--- config.mk ---
export PLATFORM = sky130hd
export DESIGN_NAME = max_freq_amp_peak
export DESIGN_NICKNAME = d
export VERILOG_FILES = /design/src/rtl/max_freq_amp_pkg.sv /design/src/rtl/max_freq_amp_peak_bin_to_hz.sv /design/src/rtl/max_freq_amp_peak.sv
export SDC_FILE = /design/constraint.sdc
export NUM_CORES = 1
export LEC_CHECK = 0
export ABC_CLOCK_PERIOD_IN_PS = 6730
export CORE_UTILIZATION = 30
export DETAILED_ROUTE_END_ITERATION = 10
export PLACE_DENSITY_LB_ADDON = 0.25
export REMOVE_ABC_BUFFERS = 1
export SLEW_MARGIN = 20
export SYNTH_ARGS = -nofsm -noshare
export SYNTH_HDL_FRONTEND = slang
export SYNTH_SLANG_ARGS = --single-unit
--- constraint.sdc ---
create_clock -name clock -period 6.73 [get_ports clock]
set_clock_uncertainty 0.05 [all_clocks]
set_input_delay 1.0095 -clock clock [delete_from_list [all_inputs] [get_ports clock]]
set_output_delay 1.0095 -clock clock [all_outputs]
set_load 0.05 [all_outputs]
--- src/rtl/max_freq_amp_pkg.sv ---
// Shared widths and defaults for the spectrum peak detector.
// Latency: n/a (constants and a pure helper function only).
// Backpressure: none; the package holds no state.
package max_freq_amp_pkg;

  localparam int BIN_W  = 11;
  localparam int AMP_W  = 10;
  localparam int FREQ_W = 13;

  localparam logic [FREQ_W-1:0] FREQ_MAX = 13'd8191;

  localparam int DEF_BIN_HZ   = 8;
  localparam int DEF_MIN_BIN  = 1;
  localparam int DEF_LAST_BIN = 511;

  // Product width wide enough that bin * bin_hz never wraps, and always
  // at least one bit wider than the output so the overflow slice exists.
  function automatic int prod_width(input int bin_hz);
    int raw;
    raw = BIN_W + $clog2(bin_hz) + 1;
    return (raw > FREQ_W) ? raw : FREQ_W + 1;
  endfunction

endpackage

--- src/rtl/max_freq_amp_peak_bin_to_hz.sv ---
// Converts an FFT bin index to Hz (bin * BIN_HZ), saturating at FREQ_MAX.
// Latency: combinational, zero cycles.
// Backpressure: none; pure function of i_bin.
// Ports: i_bin  [BIN_W-1:0]  bin index
//        o_hz   [FREQ_W-1:0] frequency in Hz, clamped to FREQ_MAX
module bin_to_hz
  import max_freq_amp_pkg::*;
#(
  parameter int BIN_HZ = DEF_BIN_HZ
) (
  input  logic [BIN_W-1:0]  i_bin,
  output logic [FREQ_W-1:0] o_hz
);

  localparam int PROD_W = prod_width(BIN_HZ);

  logic [PROD_W-1:0] w_prod;
  logic              w_ovf;

  assign w_prod = PROD_W'(i_bin) * PROD_W'(BIN_HZ);
  assign w_ovf  = |w_prod[PROD_W-1:FREQ_W];
  assign o_hz   = w_ovf ? FREQ_MAX : w_prod[FREQ_W-1:0];

endmodule

--- src/rtl/max_freq_amp_peak.sv ---
// Spectrum peak detector: tracks the largest amplitude across a bin sweep
// and publishes its amplitude and frequency once per sweep.
// Latency: 1 clock from the LAST_BIN sample to max_amp/max_freq.
// Backpressure: none; one sample per clock is always accepted, outputs hold
// between commits.
// Optional: define MAX_FREQ_AMP_THRESH_EN to force 0/0 output when the
// committed peak amplitude is below THRESH.
// Ports: clock, reset_n (async active-low)
//        hcount    [10:0] bin index, amplitude [9:0] magnitude of that bin
//        max_freq  [12:0] Hz of last committed peak, max_amp [9:0] its amplitude
module max_freq_amp_peak
  import max_freq_amp_pkg::*;
#(
  parameter int               MIN_BIN  = DEF_MIN_BIN,
  parameter int               LAST_BIN = DEF_LAST_BIN,
  parameter int               BIN_HZ   = DEF_BIN_HZ,
  parameter logic [AMP_W-1:0] THRESH   = 10'd32
) (
  input  logic              clock,
  input  logic              reset_n,
  input  logic [BIN_W-1:0]  hcount,
  input  logic [AMP_W-1:0]  amplitude,
  output logic [FREQ_W-1:0] max_freq,
  output logic [AMP_W-1:0]  max_amp
);

`ifdef MAX_FREQ_AMP_THRESH_EN
  localparam logic THRESH_EN = 1'b1;
`else
  localparam logic THRESH_EN = 1'b0;
`endif

  logic [AMP_W-1:0]  r_run_amp;
  logic [BIN_W-1:0]  r_run_bin;
  logic [AMP_W-1:0]  r_max_amp;
  logic [FREQ_W-1:0] r_max_freq;

  logic              w_in_range;
  logic              w_last;
  logic              w_gt;
  logic [AMP_W-1:0]  w_cand_amp;
  logic [BIN_W-1:0]  w_cand_bin;
  logic [FREQ_W-1:0] w_cand_hz;
  logic              w_silent;

  assign w_in_range = (hcount >= BIN_W'(MIN_BIN)) && (hcount <= BIN_W'(LAST_BIN));
  assign w_last     = (hcount == BIN_W'(LAST_BIN));

  // Strict compare: on a tie the earlier (lower) bin is kept.
  assign w_gt       = (amplitude > r_run_amp);
  assign w_cand_amp = w_gt ? amplitude : r_run_amp;
  assign w_cand_bin = w_gt ? hcount    : r_run_bin;

  bin_to_hz #(
    .BIN_HZ (BIN_HZ)
  ) u_bin_to_hz (
    .i_bin (w_cand_bin),
    .o_hz  (w_cand_hz)
  );

  assign w_silent = THRESH_EN && (w_cand_amp < THRESH);

  always_ff @(posedge clock or negedge reset_n) begin
    if (!reset_n) begin
      r_run_amp  <= '0;
      r_run_bin  <= '0;
      r_max_amp  <= '0;
      r_max_freq <= '0;
    end else if (w_in_range) begin
      if (w_last) begin
        // Commit the sweep, including the LAST_BIN sample itself, and
        // restart the running max for the next sweep.
        r_max_amp  <= w_silent ? '0 : w_cand_amp;
        r_max_freq <= w_silent ? '0 : w_cand_hz;
        r_run_amp  <= '0;
        r_run_bin  <= '0;
      end else if (w_gt) begin
        r_run_amp  <= amplitude;
        r_run_bin  <= hcount;
      end
    end
  end

  assign max_amp  = r_max_amp;
  assign max_freq = r_max_freq;

endmodule

==> results.cfg <==
[outcome]
status = complete, no violations

[placed_design]
dp.final_hpwl_um = 3222
placed_area_um2 = 2628
gp_congestion = 0.7651
portBuffers = 45

[die]
pin_count = 46
die_y_um = 86.08
start_util = 0.3122
fp-row-count = 30
die_area_um2 = 7410
die_w_um = 86.08
fp.coreArea_um2 = 6794

[detailed_routing]
vias = 1637
drt_wl_total_um = 4745
drt_iter0_drc = 113
wl_per_cell_um = 14.65
route.detailed.drc = 0
first_pass_iters = 4
vias_per_cell = 5.052
ant_nets = 0

[yosys]
synth_ff_type = dfrtp_1
synth_commonest_cells = dfrtp_1 (42), a32o_1 (19), nand2_1 (15)
yosys.area.top_type = dfrtp_1
synth_area_leaders = dfrtp_1 (50%), a32o_1 (9.0%), ha_1 (5.9%), a221o_1 (4.7%), mux2i_1 (4.7%)
ys_seq_area_frac = 0.4956
yosysMostFrequentCell = dfrtp_1
yosysUniqueCellTypes = 32
synth-seq-cells = 42
postSynthAreaPerCell_um2 = 11.40
synth_edf_count = 0
synthArstFlopShare = 1.000
synth_warnings = 0
syn_inst = 186
netlist_area_um2 = 2121
synth_top_area_frac = 0.4956

[cts]
clkTransAtPathRegs_ns = 0.08
cts_hold_buf = 0
cts.sinks = 42
ctsResizeCount = 0
clockBufferDepth = 2
cts_buffers = 5
cts_tree = yes
clock_latency_ns = 0.29
root_buffer = clkbuf_8
post_cts_buffers = 0
ctsHtreeMaxLevel = 2

[global_route]
grt_overflow_total = 0
grt_start_max_net_pins = 43
grt_pass1_wl_um = 8031
grt_use_met3 = 0.03657
grt_pass1_vias = 1625
grt_antenna_before_repair = 0
grt.busiest_layer = met2
grt_use_met1 = 0.1898
track_usage = 0.1385
met2_usage = 0.2172

[cells_and_area]
nets = 260
area_delta_synth_final_pct = 27.96
drive_gt1_frac = 0.07018
diodes = 0
final_cell_area_um2 = 2714

[setup_path]
cp-end-kind = flop
crit_required_ns = 6.86
cp.arrival_ns = 3.62
worst_setup_path_start_kind = input pin
crit_type = in -> reg
crit_path_start = amplitude[3]
timing.rr.start = r_run_amp[7]
critPathMaxFanout = 11

[sta]
max_freq_mhz = 286.2
min_period_ns = 3.494
finalSetupTns_ns = 0
worstMarginPinSlew_ns = 0.9232
rsz0062_at_grt = no
hold_violations = 0
slew_viol_final = 0
relSlewSlack = 0.3845
fin_crit_sh = 0.5192
setup_viol_count_final = 0

[power]
p_leak_nw = 1.135
vdd_drop_max_v = 0.00008726
power_density_nw_per_um2 = 278.1

[flow_run]
maxCapViolations = 0

[min_path]
holdCritPathClass = reg -> reg
holdCritStartpoint = max_freq[12]
[worst paths after layout]
path / endpoint / slack, ns / cells past startpoint
setup / recovery: max_freq[9] / 3.24 / 8
hold / removal: max_freq[12] / 0.44 / 2
setup reg to reg: r_run_amp[4] / 4.02 / 8
hold reg to reg: max_freq[12] / 0.44 / 2
max in group asynchronous: r_run_bin[8] / 5.26 / 1
min in group asynchronous: max_amp[3] / 0.80 / 1
[cells by family after synthesis]
logic type                 synth area share
DFF                                  0.4956
adders and majority gates           0.05900
AOI/OAI and AO/OA                    0.2283
and+or+nand+nor                      0.1074
muxes                               0.04720
buffers and inverters               0.06253
[power by group]
part / internal, mW / switching [mW]
Clock: 0.0732 / 0.0849
Sequential: 0.309 / 0.0454
Combinational: 0.123 / 0.119
Total: 0.505 / 0.250
[cell usage in the layout, fill, tap and decap left out, types with 3 or more instances in the layout]
cell	n
inv_1	12
clkdlybuf4s50_1	44
nand4_1	3
clkbuf_8	5
o21ai_0	5
a221o_1	10
buf_4	3
nand3_1	12
nand2_1	15
a32o_1	19
mux2i_1	10
dfrtp_1	42
ha_1	10
nor2_1	3
o22a_1	9
[final cells by class]
class	instances	area, µm²
Tap cell	96	120.1
Fill cell	677	4080
Sequential cell	42	1051
Clock inverter	2	13.76
Clock buffer	6	72.57
Multi-Input combinational cell	118	943.4
Timing Repair Buffer	48	467.9
Inverter	12	45.04
[through the flow]
step	power, mW	hold WS [ns]	instances	setup WS, ns	util
after detailed placement	0.6044	0.4263	316	2.921	0.3867
after floorplan	0.5300	0.4104	172	2.740	-
after global placement	0.6006	0.4208	316	2.955	0.3867
after CTS	0.7663	0.4452	324	3.234	0.3994
final	0.7547	0.4408	324	3.236	0.3994
after global routing	0.8084	0.4610	324	3.114	0.3994
[per-layer routing]
metal  vias to the layer above  wire length, µm
li1                        795                -
met1                       803             2224
met2                        34             2277
met3                         5              189
met4                         0               53
met5                         -                0
[critical path, stage by stage]
cell and delay, ns:
clkdlybuf4s50_1 0.48, ha_1 0.34, a21oi_1 0.14, o21ai_1 0.12
a2111oi_4 0.63, buf_4 0.31, o21ai_1 0.31, o22a_1 0.28
[state kept, by name, indices dropped and copies added (netlist names)]
| name | flops |
|---|---|
| max_amp | 10 |
| max_freq | 11 |
| r_run_amp | 10 |
| r_run_bin | 11 |
(Power assumes the default switching activity.)
